**src/rtl/fifo_frame_writer_if.sv**
```systemverilog
`default_nettype none
// +----------------------------------------------------------------------+
// | fifo_frame_writer_if                                                 |
// | Upstream valid/ready stream plus FIFO write port of the frame writer |
// | Revision: 1.0                                                        |
// +----------------------------------------------------------------------+
interface fifo_frame_writer_if #(
    parameter int DWIDTH = 8
) ();
    logic              s_valid;
    logic [DWIDTH-1:0] s_data;
    logic              s_last;
    logic              s_ready;
    logic              push;
    logic [DWIDTH-1:0] din;
    logic              fifo_full;

    // slave is the frame writer's view; master is the surrounding environment
    modport slave  (input  s_valid, s_data, s_last, fifo_full,
                    output s_ready, push, din);
    modport master (output s_valid, s_data, s_last, fifo_full,
                    input  s_ready, push, din);
endinterface
`default_nettype wire

```
**src/rtl/fifo_frame_writer.sv**
```systemverilog
`default_nettype none
// +----------------------------------------------------------------------+
// | fifo_frame_writer                                                    |
// | Buffers an upstream frame, then pushes a length header and payload   |
// | into the dual-clock FIFO write port.                                 |
// | Revision: 1.0                                                        |
// +----------------------------------------------------------------------+
module fifo_frame_writer #(
    parameter int DWIDTH  = 8,
    parameter int MAX_LEN = 16
) (
    input  wire logic           wclk,
    input  wire logic           rstn,
    fifo_frame_writer_if.slave  bus,
    output logic                frame_done,
    output logic                frame_err,
    output logic [15:0]         frame_cnt,
    output logic                busy
);

    localparam int c_AW = (MAX_LEN > 1) ? $clog2(MAX_LEN) : 1;
    // One extra bit so the length register can hold MAX_LEN itself
    localparam int c_IW = $clog2(MAX_LEN) + 1;
    localparam logic [c_IW-1:0] c_LAST_IDX = c_IW'(MAX_LEN - 1);
    localparam logic [c_IW-1:0] c_ONE      = c_IW'(1);

    typedef enum logic [1:0] {
        S_COLLECT = 2'd0,
        S_DROP    = 2'd1,
        S_HDR     = 2'd2,
        S_PAYLOAD = 2'd3
    } state_t;

    state_t            r_state;
    state_t            w_state_nxt;
    logic [c_IW-1:0]   r_wr_idx;
    logic [c_IW-1:0]   w_wr_idx_nxt;
    logic [c_IW-1:0]   r_rd_idx;
    logic [c_IW-1:0]   w_rd_idx_nxt;
    logic [c_IW-1:0]   r_len;
    logic [c_IW-1:0]   w_len_nxt;
    logic              w_done_nxt;
    logic              w_err_nxt;
    logic              w_buf_we;
    logic              w_push;
    logic              w_s_ready;
    logic [DWIDTH-1:0] w_din;
    logic [DWIDTH-1:0] r_buf [MAX_LEN];
    logic              r_frame_done;
    logic              r_frame_err;
    logic [15:0]       r_frame_cnt;

    always_comb begin
        w_state_nxt  = r_state;
        w_wr_idx_nxt = r_wr_idx;
        w_rd_idx_nxt = r_rd_idx;
        w_len_nxt    = r_len;
        w_done_nxt   = 1'b0;
        w_err_nxt    = 1'b0;
        w_buf_we     = 1'b0;
        w_s_ready    = 1'b0;
        w_push       = 1'b0;
        w_din        = '0;
        case (r_state)
            S_COLLECT: begin
                w_s_ready = 1'b1;
                if (bus.s_valid) begin
                    w_buf_we = 1'b1;
                    if (bus.s_last) begin
                        w_len_nxt    = r_wr_idx + c_ONE;
                        w_wr_idx_nxt = '0;
                        w_state_nxt  = S_HDR;
                    end else if (r_wr_idx == c_LAST_IDX) begin
                        w_wr_idx_nxt = '0;
                        w_state_nxt  = S_DROP;
                    end else begin
                        w_wr_idx_nxt = r_wr_idx + c_ONE;
                    end
                end
            end
            S_DROP: begin
                w_s_ready = 1'b1;
                if (bus.s_valid && bus.s_last) begin
                    w_err_nxt    = 1'b1;
                    w_wr_idx_nxt = '0;
                    w_rd_idx_nxt = '0;
                    w_state_nxt  = S_COLLECT;
                end
            end
            S_HDR: begin
                w_push = ~bus.fifo_full;
                w_din  = DWIDTH'(r_len);
                if (w_push) begin
                    w_rd_idx_nxt = '0;
                    w_state_nxt  = S_PAYLOAD;
                end
            end
            S_PAYLOAD: begin
                w_push = ~bus.fifo_full;
                w_din  = r_buf[r_rd_idx[c_AW-1:0]];
                if (w_push) begin
                    if (r_rd_idx == r_len - c_ONE) begin
                        w_done_nxt   = 1'b1;
                        w_rd_idx_nxt = '0;
                        w_wr_idx_nxt = '0;
                        w_state_nxt  = S_COLLECT;
                    end else begin
                        w_rd_idx_nxt = r_rd_idx + c_ONE;
                    end
                end
            end
            default: begin
                w_state_nxt = S_COLLECT;
            end
        endcase
    end

    always_ff @(posedge wclk or negedge rstn) begin
        if (!rstn) begin
            r_state      <= S_COLLECT;
            r_wr_idx     <= '0;
            r_rd_idx     <= '0;
            r_len        <= '0;
            r_frame_done <= 1'b0;
            r_frame_err  <= 1'b0;
            r_frame_cnt  <= '0;
        end else begin
            r_state      <= w_state_nxt;
            r_wr_idx     <= w_wr_idx_nxt;
            r_rd_idx     <= w_rd_idx_nxt;
            r_len        <= w_len_nxt;
            r_frame_done <= w_done_nxt;
            r_frame_err  <= w_err_nxt;
            r_frame_cnt  <= r_frame_cnt + {15'd0, w_done_nxt};
        end
    end

    // Frame storage needs no reset: it is always rewritten before being read
    always_ff @(posedge wclk) begin
        if (w_buf_we) begin
            r_buf[r_wr_idx[c_AW-1:0]] <= bus.s_data;
        end
    end

    assign bus.s_ready = w_s_ready;
    assign bus.push    = w_push;
    assign bus.din     = w_din;
    assign frame_done  = r_frame_done;
    assign frame_err   = r_frame_err;
    assign frame_cnt   = r_frame_cnt;
    assign busy        = (r_state != S_COLLECT);

endmodule
`default_nettype wire

```
**src/flat_wrapper.sv**
```systemverilog
// flat-port wrapper written by rule: the top's interface ports become plain ports
module fifo_frame_writer_flat 
#(
    parameter int DWIDTH  = 8,
    parameter int MAX_LEN = 16
)
  (wclk, rstn, frame_done, frame_err, frame_cnt, busy, bus_s_valid, bus_s_data, bus_s_last, bus_fifo_full, bus_s_ready, bus_push, bus_din);
  fifo_frame_writer_if #(.DWIDTH(DWIDTH)) bus_i ();
  input  wire logic wclk;
  input  wire logic rstn;
  output logic frame_done;
  output logic frame_err;
  output logic [15:0] frame_cnt;
  output logic busy;
  input wire logic [$bits(bus_i.s_valid)-1:0] bus_s_valid;
  input wire logic [$bits(bus_i.s_data)-1:0] bus_s_data;
  input wire logic [$bits(bus_i.s_last)-1:0] bus_s_last;
  input wire logic [$bits(bus_i.fifo_full)-1:0] bus_fifo_full;
  output wire logic [$bits(bus_i.s_ready)-1:0] bus_s_ready;
  output wire logic [$bits(bus_i.push)-1:0] bus_push;
  output wire logic [$bits(bus_i.din)-1:0] bus_din;
  assign bus_i.s_valid = bus_s_valid;
  assign bus_i.s_data = bus_s_data;
  assign bus_i.s_last = bus_s_last;
  assign bus_i.fifo_full = bus_fifo_full;
  assign bus_s_ready = bus_i.s_ready;
  assign bus_push = bus_i.push;
  assign bus_din = bus_i.din;
  fifo_frame_writer #(.DWIDTH(DWIDTH), .MAX_LEN(MAX_LEN)) u_core (.wclk(wclk), .rstn(rstn), .bus(bus_i), .frame_done(frame_done), .frame_err(frame_err), .frame_cnt(frame_cnt), .busy(busy));
endmodule
```
**config.mk**
```make
export PLATFORM = sky130hd
export DESIGN_NAME = fifo_frame_writer_flat
export DESIGN_NICKNAME = d
export VERILOG_FILES = /design/src/rtl/fifo_frame_writer_if.sv /design/src/rtl/fifo_frame_writer.sv /design/src/flat_wrapper.sv
export SDC_FILE = /design/constraint.sdc
export NUM_CORES = 1
export LEC_CHECK = 0
export CAP_MARGIN = 0
export CORE_MARGIN = 10
export CORE_UTILIZATION = 38
export CTS_CLUSTER_SIZE = 40
export DETAILED_ROUTE_END_ITERATION = 16
export PLACE_DENSITY = 0.55
export RECOVER_POWER = 25
export SLEW_MARGIN = 20
export SYNTH_ARGS = -nofsm -noshare
export SYNTH_HDL_FRONTEND = slang
export SYNTH_SLANG_ARGS = --single-unit
```
**constraint.sdc**
```tcl
create_clock -name wclk -period 4 [get_ports wclk]
set_input_delay 0.8 -clock wclk [delete_from_list [all_inputs] [get_ports wclk]]
set_output_delay 0.8 -clock wclk [all_outputs]
set_load 0.01 [all_outputs]
```
==> impl_summary.txt <==
----------------------------------------------------
[GRT]
  Global-route wire length before repair ... 24900 µm
  Antenna violations before repair ... 0
  Number of global-route vias before repair ... 4043
  Overall track demand over capacity in global routing ... 13.7%
  Overflow left after global routing ... 0
  Maximum number of pins on one net before global-route repair ... 27

[Logic synthesis]
  Dominant cell by count in the synthesized netlist ... sky130_fd_sc_hd__edfxtp_1
  Leading area contributor after synthesis ... sky130_fd_sc_hd__edfxtp_1
  Post-synth EDFFs ... 128
  Unique masters post-synth ... 48
  Post-synthesis compound-gate area fraction ... 5.70%
  Synthesized-area fraction occupied by xor and xnor cells ... 2.81%
  Top post-synthesis cells by area ... sky130_fd_sc_hd__edfxtp_1 56%, sky130_fd_sc_hd__dfrtp_1 13%, sky130_fd_sc_hd__mux4_2 7.2%
  Flop and latch count out of synthesis ... 163
  Syn avg cell area ... 16.6 µm²
  Largest family of logic cells by synthesized area ... multiplexers
  Share of synthesized cell area in full adder, half adder and majority cells ... 1.82%
  Count of warnings emitted by yosys ... 0
  Cells after Synth ... 414
  Number of nets in the synthesized netlist ... 437
  Fraction of registers with async set or reset after synthesis ... 21.5%
  Yosys top cell area share ... 56.0%
  Ys flop type ... sky130_fd_sc_hd__edfxtp_1
  Multiplexer share of the synthesized area ... 11.6%
  Simple-gate portion of the synthesized area ... 6.87%
  Most common library cells after synthesis ... 128 x sky130_fd_sc_hd__edfxtp_1, 35 x sky130_fd_sc_hd__dfrtp_1, 26 x sky130_fd_sc_hd__nand2_1
  Post-synthesis sequential area ratio ... 68.7%
  Netlist Area Pre-Place ... 6870 µm²

[Power]
  Static leakage power ... 2.87 nW
  Max VDD drop ... 0.000467 V
  Power density over the cells ... 610 nW/µm²

[Critical path]
  Kind of start point of the critical path ... flip-flop
  Beginning of the critical path ... u_core.r_rd_idx[0]
  Logic depth of the worst path, buffers included ... 6
  Endpoint of the worst-slack reg-to-reg timing path ... u_core.frame_cnt[15]
  Depth of the worst register-to-register path ... 10
  Worst Path Required ... 3.20 ns
  Category of the worst setup path capture point ... output port
  Crit-path cells ... buf_4, mux4_2, a22oi_1, a21oi_1, a21o_1, clkdlybuf4s50_1
  Delay contributed by the slowest stage of the critical path ... 0.73 ns
  Register-to-register setup slack ... 0.77 ns
  Max Fanout on Critical Path ... 16
  Setup Crit Path Kind ... flip-flop to output port
  Arrival time reported for the critical path endpoint ... 2.99 ns
  Worst-path cell with the longest stage delay ... sky130_fd_sc_hd__dfrtp_2
  R2R Path Start ... u_core.r_rd_idx[0]
  Buffering stage count on the worst path with inverters included ... 2
  Capture point of the critical path ... bus_din[4]
  CP top delay family ... flip-flops

[Clock network]
  Clock insertion delay at the later pin of the skew report ... 0.43 ns
  Buffer type at the clock tree root ... sky130_fd_sc_hd__clkbuf_16
  Total clock buffers created by CTS ... 17
  Hold Buf Count CTS ... 0
  Clock Sink Count ... 163
  Maximum root-to-sink buffer count ... 2
  TritonCTS clock tree ... yes
  Clock-pin slew on the worst setup and hold paths ... 0.06 ns
  Post_cts resized ... 0
  CTS H-tree lvls ... 4
  Setup repair bufs after CTS ... 0

[Drt]
  Total length of routed wires ... 15700 µm
  Vias per std cell ... 5.28
  ANT nets after route ... 0
  Routed length per placed instance ... 21.7 µm
  Remaining routing DRC violations ... 0
  Number of search-and-repair iterations in the first detailed-routing pass ... 5
  Number of violations reported at the end of detailed-routing iteration 0 ... 288
  Detailed-route via count ... 3815

[Flow run]
  Max capacitance violation total ... 0

[Die]
  Total Die Area ... 23800 µm²
  Vertical extent of the die ... 154 µm
  Core Box Area ... 17800 µm²
  Die width ... 154 µm
  Placement Rows ... 49
  Starting density of the core ... 38.5%
  IO Pins ... 42

[Timing]
  Total negative setup slack ... 0 ns
  Max Freq ... 264 MHz
  Final-layout worst hold slack ... 0.476 ns
  Setup ws final ... 0.212 ns
  Final hold viol count ... 0
  RSZ-0062 raised after global routing ... no
  Shortest period the worst path allows ... 3.79 ns
  Number of failing setup endpoints in the final timing report ... 0
  Max-slew violation total from the final report ... 0
  Measured slew at the worst slew-check pin ... 1.21 ns
  Final clock skew ... 0.0146 ns
  Final worst-path cycle share ... 94.7%
  Rel. slew slack ... 19.4%

[Layout]
  Nets ... 504
  Area overhead of the layout relative to synthesis ... 19.4%
  Count of antenna diodes in the layout ... 0
  Fraction of final layout cells with drive strength greater than 1 ... 17.0%
  Final cell utilization of the core ... 46.0%

[Placed design]
  RD Place Congestion ... 0.804
  DP HPWL ... 10900 µm
  Count of port buffers added during placement ... 41
  Worst slack, placed ... 0.626 ns

[Min path]
  Worst hold path class ... flip-flop to flip-flop

[Outcome]
  Result of the run ... finished clean

----------------------------------------------------
==> layout make-up <==
class	instances	area (µm²)
Tap cell	229	287
Inverter	10	37.5
Sequential cell	163	4720
Multi-Input combinational cell	222	1980
Fill cell	1543	9640
Clock inverter	15	144
Clock buffer	17	425
Timing Repair Buffer	67	604
==> worst min path at each step <==
| stage | from | to | slack (ns) | cells after the start |
|---|---|---|---|---|
| after global placement | u_core.frame_cnt[15] | u_core.frame_cnt[15] | 0.47 | 1 |
| after global routing | u_core.frame_cnt[15] | u_core.frame_cnt[15] | 0.50 | 1 |
| final | u_core.frame_cnt[15] | u_core.frame_cnt[15] | 0.48 | 1 |
| after floorplan | u_core.r_len[4] | u_core.r_len[4] | 0.49 | 2 |
| after CTS | u_core.frame_cnt[15] | u_core.frame_cnt[15] | 0.48 | 1 |
| after detailed placement | u_core.frame_cnt[15] | u_core.frame_cnt[15] | 0.47 | 1 |
==> per-stage QoR <==
stage	instance area (µm²)	cells	power [W]
floorplan	6870	414	0.00300
global placement	7640	691	0.00347
detailed placement	7640	691	0.00349
CTS	8210	723	0.00506
global route	8200	723	0.00526
finish	8200	723	0.00500
==> worst register-to-register path, cell delays in order (launching register included) <==
cell and delay, ns:
sky130_fd_sc_hd__dfrtp_2 0.73, sky130_fd_sc_hd__buf_12 0.27, sky130_fd_sc_hd__xnor2_1 0.11, sky130_fd_sc_hd__a211oi_2 0.21, sky130_fd_sc_hd__o311ai_4 0.22, sky130_fd_sc_hd__nor3_1 0.35, sky130_fd_sc_hd__ha_1 0.30, sky130_fd_sc_hd__nand2_1 0.09
sky130_fd_sc_hd__nor4_1 0.48, sky130_fd_sc_hd__nand3_1 0.18, sky130_fd_sc_hd__xnor2_1 0.15
==> power by group <==
part           switching, W  internal (W)  leakage (nW)
Combinational      0.000677      0.000680         0.985
Clock              0.000686      0.000873         0.281
Sequential         0.000185       0.00190          1.61
==> routing by layer <==
metal / global-route usage (%) / up-vias / routed length (µm)
li1: - / 1747 / -
met1: 18.7 / 1961 / 7290
met2: 20.5 / 93 / 7200
met3: 4.19 / 14 / 1030
met4: 4.32 / 0 / 171
met5: 0 / - / 0
==> state kept, by name (all words and copies together) (netlist names) <==
name / cells
u_core.r_state: 2
u_core.frame_cnt: 16
u_core.frame_err: 1
u_core.frame_done: 1
u_core.r_buf: 128
u_core.r_rd_idx: 5
u_core.r_wr_idx: 5
u_core.r_len: 5
==> placed cells by master (no fill, tap or decap), types with 2 or more instances in the layout <==
master / netlist / routed
sky130_fd_sc_hd__buf_4: 0 / 23
sky130_fd_sc_hd__a21o_1: 5 / 5
sky130_fd_sc_hd__clkinv_4: 0 / 2
sky130_fd_sc_hd__clkdlybuf4s50_1: 0 / 35
sky130_fd_sc_hd__nor3_1: 11 / 11
sky130_fd_sc_hd__nand2_1: 26 / 26
sky130_fd_sc_hd__a211oi_1: 6 / 6
sky130_fd_sc_hd__nand4_1: 3 / 3
sky130_fd_sc_hd__inv_8: 0 / 2
sky130_fd_sc_hd__nor2b_1: 7 / 7
sky130_fd_sc_hd__clkbuf_1: 5 / 3
sky130_fd_sc_hd__mux2i_1: 3 / 3
sky130_fd_sc_hd__nand3_1: 13 / 13
sky130_fd_sc_hd__a22oi_1: 10 / 10
sky130_fd_sc_hd__dlygate4sd3_1: 0 / 5
sky130_fd_sc_hd__mux4_1: 10 / 10
sky130_fd_sc_hd__inv_1: 10 / 10
sky130_fd_sc_hd__nand2b_1: 4 / 4
sky130_fd_sc_hd__dfrtp_1: 35 / 34
sky130_fd_sc_hd__a21oi_1: 15 / 15
sky130_fd_sc_hd__xor2_1: 7 / 7
sky130_fd_sc_hd__clkbuf_16: 0 / 17
sky130_fd_sc_hd__ha_1: 10 / 10
sky130_fd_sc_hd__inv_6: 0 / 6
sky130_fd_sc_hd__xnor2_1: 15 / 15
sky130_fd_sc_hd__o21ai_0: 8 / 8
sky130_fd_sc_hd__nor3b_1: 2 / 2
sky130_fd_sc_hd__edfxtp_1: 128 / 128
sky130_fd_sc_hd__nor2_1: 19 / 19
sky130_fd_sc_hd__clkinv_2: 0 / 2
sky130_fd_sc_hd__mux4_2: 22 / 22
sky130_fd_sc_hd__nor4_1: 3 / 3
sky130_fd_sc_hd__o21ai_1: 6 / 6
==> cell families after synthesis <==
family                   Yosys count
flip-flops                       163
buffers and inverters             29
AO/OA/AOI/OAI                     58
multiplexers                      36
adder cells (fa/ha/maj)           10
XOR/XNOR                          22
AND/OR/NAND/NOR                   96
(Power assumes the default switching activity.)
==> RTL change, RTL diff (config.mk and constraints unchanged) <==
The output `frame_err` loses its register stage (`r_frame_err` becomes a continuous assignment).
--- a/src/rtl/fifo_frame_writer.sv
+++ b/src/rtl/fifo_frame_writer.sv
@@ -124,3 +124,2 @@
             r_frame_done <= 1'b0;
-            r_frame_err  <= 1'b0;
             r_frame_cnt  <= '0;
@@ -132,3 +131,2 @@
             r_frame_done <= w_done_nxt;
-            r_frame_err  <= w_err_nxt;
             r_frame_cnt  <= r_frame_cnt + {15'd0, w_done_nxt};
@@ -136,2 +134,4 @@
     end
+
+    assign r_frame_err = w_err_nxt;
 
Check against the original RTL: no difference found for any inputs over 4 cycles, from zero or initial values and one cycle with rstn low; that may be too few to reach the edited logic, so the function may still have changed.
==> RTL change against the unedited design <==
Worst hold slack worse by 9.3 ps; sequential share of layout area is 0.88 points lower; sequential cell count down 1; die area rose by 0.66%; first-iteration DRC count is 36% lower; area after synthesis rose by 0.77%; final area is 1.0% higher; critical path depth down 1; combinational power is 18% lower; total power shrank 5.0%; wire length is 5.1% lower; setup slack got worse by 87 ps; critical path type unchanged; largest cell class unchanged.
==> RTL change: results (changes against the unedited design) <==
| Metric | Value |
|---|---|
| First-pass iteration count of the detailed router | 4 (-1) |
| Clock Latency Late Sink | 430 ps (about the same) |
| Wire length of the first global-routing pass | 23300 um (-6.7%) |
| Number of synthesis warnings | 0 (unchanged) |
| Tightest Hold Check Type | flop to flop |
| Pin count of the biggest net entering global routing | 22 (-19%) |
| Placement-stage cell area | 7730 um2 (+1.1%) |
| Depth of the most critical reg-to-reg path | 9 (-1) |
| Maximum clock skew at final layout | 10.4 ps (-4.24 ps) |
| Final setup violation count | 0 (unchanged) |
| Number of flops mapped to enable cells by yosys | 128 (unchanged) |
| Sequential share of the synthesized area | 0.678 (-0.00884) |
| Result of the run | finished, final reports clean |
| Asr flop ratio synth | 0.210 (-0.00485) |
| Avg Inst Size Synth | 15.9 um2 (-4.3%) |
| CTS clk-pin slew, worst paths | 60 ps (about the same) |
| Static power due to leakage | 2.88 nW (+0.36%) |
| Count of buffers from port buffering | 41 (unchanged) |
| Routed WL | 14900 um (-5.1%) |
| Most frequent cells after synthesis | sky130_fd_sc_hd__edfxtp_1, sky130_fd_sc_hd__dfrtp_1, sky130_fd_sc_hd__nand2_1, sky130_fd_sc_hd__nor2_1, sky130_fd_sc_hd__a21oi_1 |
| Layout cells sized above 1 | 0.162 (-0.00819) |
| Vias | 3855 (+1.0%) |
| Number of distinct library cell variants in the gate-level netlist after synthesis | 49 (+2.1%) |
| Antenna violations before repair | 0 (unchanged) |
| Final #Nets | 530 (+5.2%) |
| Finished Layout Cells | 748 (+3.5%) |
| Critical path data arrival time | 3080 ps (+90 ps) |
| Iteration-0 DRC Markers | 183 (-36%) |
| Max Fanout on Critical Path | 19 (+3) |
| Flip-flop count of the largest register after layout | 128 (unchanged) |
| Vias in the first global route | 4006 (-0.92%) |
| H-tree levels | 4 (unchanged) |
| Top area cells in the synthesized netlist | sky130_fd_sc_hd__edfxtp_1, sky130_fd_sc_hd__dfrtp_1, sky130_fd_sc_hd__mux4_2 |
| Clk root buf | sky130_fd_sc_hd__clkbuf_16 |
| Synthesized Nets | 460 (+5.3%) |
| Half-perimeter wire length after placement | 10300 um (-5.2%) |
| Final estimated routing congestion in global placement | 0.821 (+2.1%) |
| Cts bufs inserted | 17 (unchanged) |
| Post-CTS sizing | 0 (unchanged) |
| Inst Count DP | 716 (+3.6%) |
| Worst slew slack as a fraction of its limit | 0.400 (+0.205) |
| Inserted Diodes | 0 (unchanged) |
| Setup bufs post-CTS | 0 (unchanged) |
| Global Route Usage Sum | 0.128 (-0.00871) |
| Maximum VDD drop | 332 uV (-29%) |
| Number of buffers on the longest clock path | 2 (unchanged) |
| Number of cells traversed by the worst hold path | 1 (unchanged) |
==> RTL change: changes by cell type after synthesis, moves of 6 or more <==
cell	delta
sky130_fd_sc_hd__and3_1	+6
sky130_fd_sc_hd__o21ai_0	+6
sky130_fd_sc_hd__a211oi_1	+8
sky130_fd_sc_hd__a22oi_1	-10
sky130_fd_sc_hd__o21ai_1	-6
sky130_fd_sc_hd__mux2i_1	+9
sky130_fd_sc_hd__nor2b_1	+6
sky130_fd_sc_hd__mux4_2	-7
==> RTL change: metal layers <==
layer / global-route usage / part of all wire
met5: 0 / 0
met4: 0.0436 / 0.0084
met3: 0.0403 / 0.071
met2: 0.201 / 0.48
met1: 0.165 / 0.44
==> RTL change: worst max-delay path: stages (launching register included) <==
cell	delay (ps)
sky130_fd_sc_hd__dfrtp_2	650
sky130_fd_sc_hd__buf_4	290
sky130_fd_sc_hd__mux4_1	550
sky130_fd_sc_hd__mux2_2	280
sky130_fd_sc_hd__a221o_1	370
sky130_fd_sc_hd__clkdlybuf4s50_1	500
==> RTL change: area by class of cell <==
| type | instances | area (um2) |
|---|---|---|
| clock buffer | 17 | 425 |
| clock inverter | 15 | 129 |
| fill | 1581 | 9680 |
| inverter | 9 | 33.8 |
| multi-input combinational | 244 | 2070 |
| sequential | 162 | 4700 |
| tap | 229 | 287 |
| timing repair buffer | 72 | 643 |
==> RTL change: logic make-up after synthesis <==
| group | Yosys count | synth area share |
|---|---|---|
| AOI/OAI and AO/OA | 63 | 0.0613 |
| xor gates and xnor gates | 22 | 0.0278 |
| adders and majority gates | 11 | 0.0199 |
| and+or+nand+nor | 106 | 0.0797 |
| buffers and inverters | 30 | 0.0226 |
| DFF | 162 | 0.678 |
| muxes | 42 | 0.110 |
==> RTL change: report_power, final <==
part	switching, W	internal (W)	leakage, nW	total (W)
Clock	0.000668	0.000860	0.267	0.00153
Sequential	0.000162	0.00194	1.60	0.00210
Combinational	0.000574	0.000548	1.01	0.00112
Total	0.00140	0.00335	2.88	0.00475
==> RTL change: final timing paths <==
check	from	end	slack, ps
setup / recovery	u_core.r_rd_idx[0]$_DFFE_PN0P_	bus_din[2]	120
hold / removal	u_core.frame_cnt[15]$_DFF_PN0_	u_core.frame_cnt[15]$_DFF_PN0_	470
setup reg to reg	u_core.r_rd_idx[2]$_DFFE_PN0P_	u_core.frame_cnt[15]$_DFF_PN0_	990
hold reg to reg	u_core.frame_cnt[15]$_DFF_PN0_	u_core.frame_cnt[15]$_DFF_PN0_	470
max in group asynchronous	rstn	u_core.frame_cnt[5]$_DFF_PN0_	2350
min in group asynchronous	rstn	u_core.r_len[1]$_DFFE_PN0P_	890
==> RTL change: through the flow <==
stage	setup slack, ps	total power [W]
finish	125	0.00475
global route	5.92	0.00499
CTS	101	0.00480
detailed placement	569	0.00326
global placement	582	0.00325
floorplan	1480	0.00284
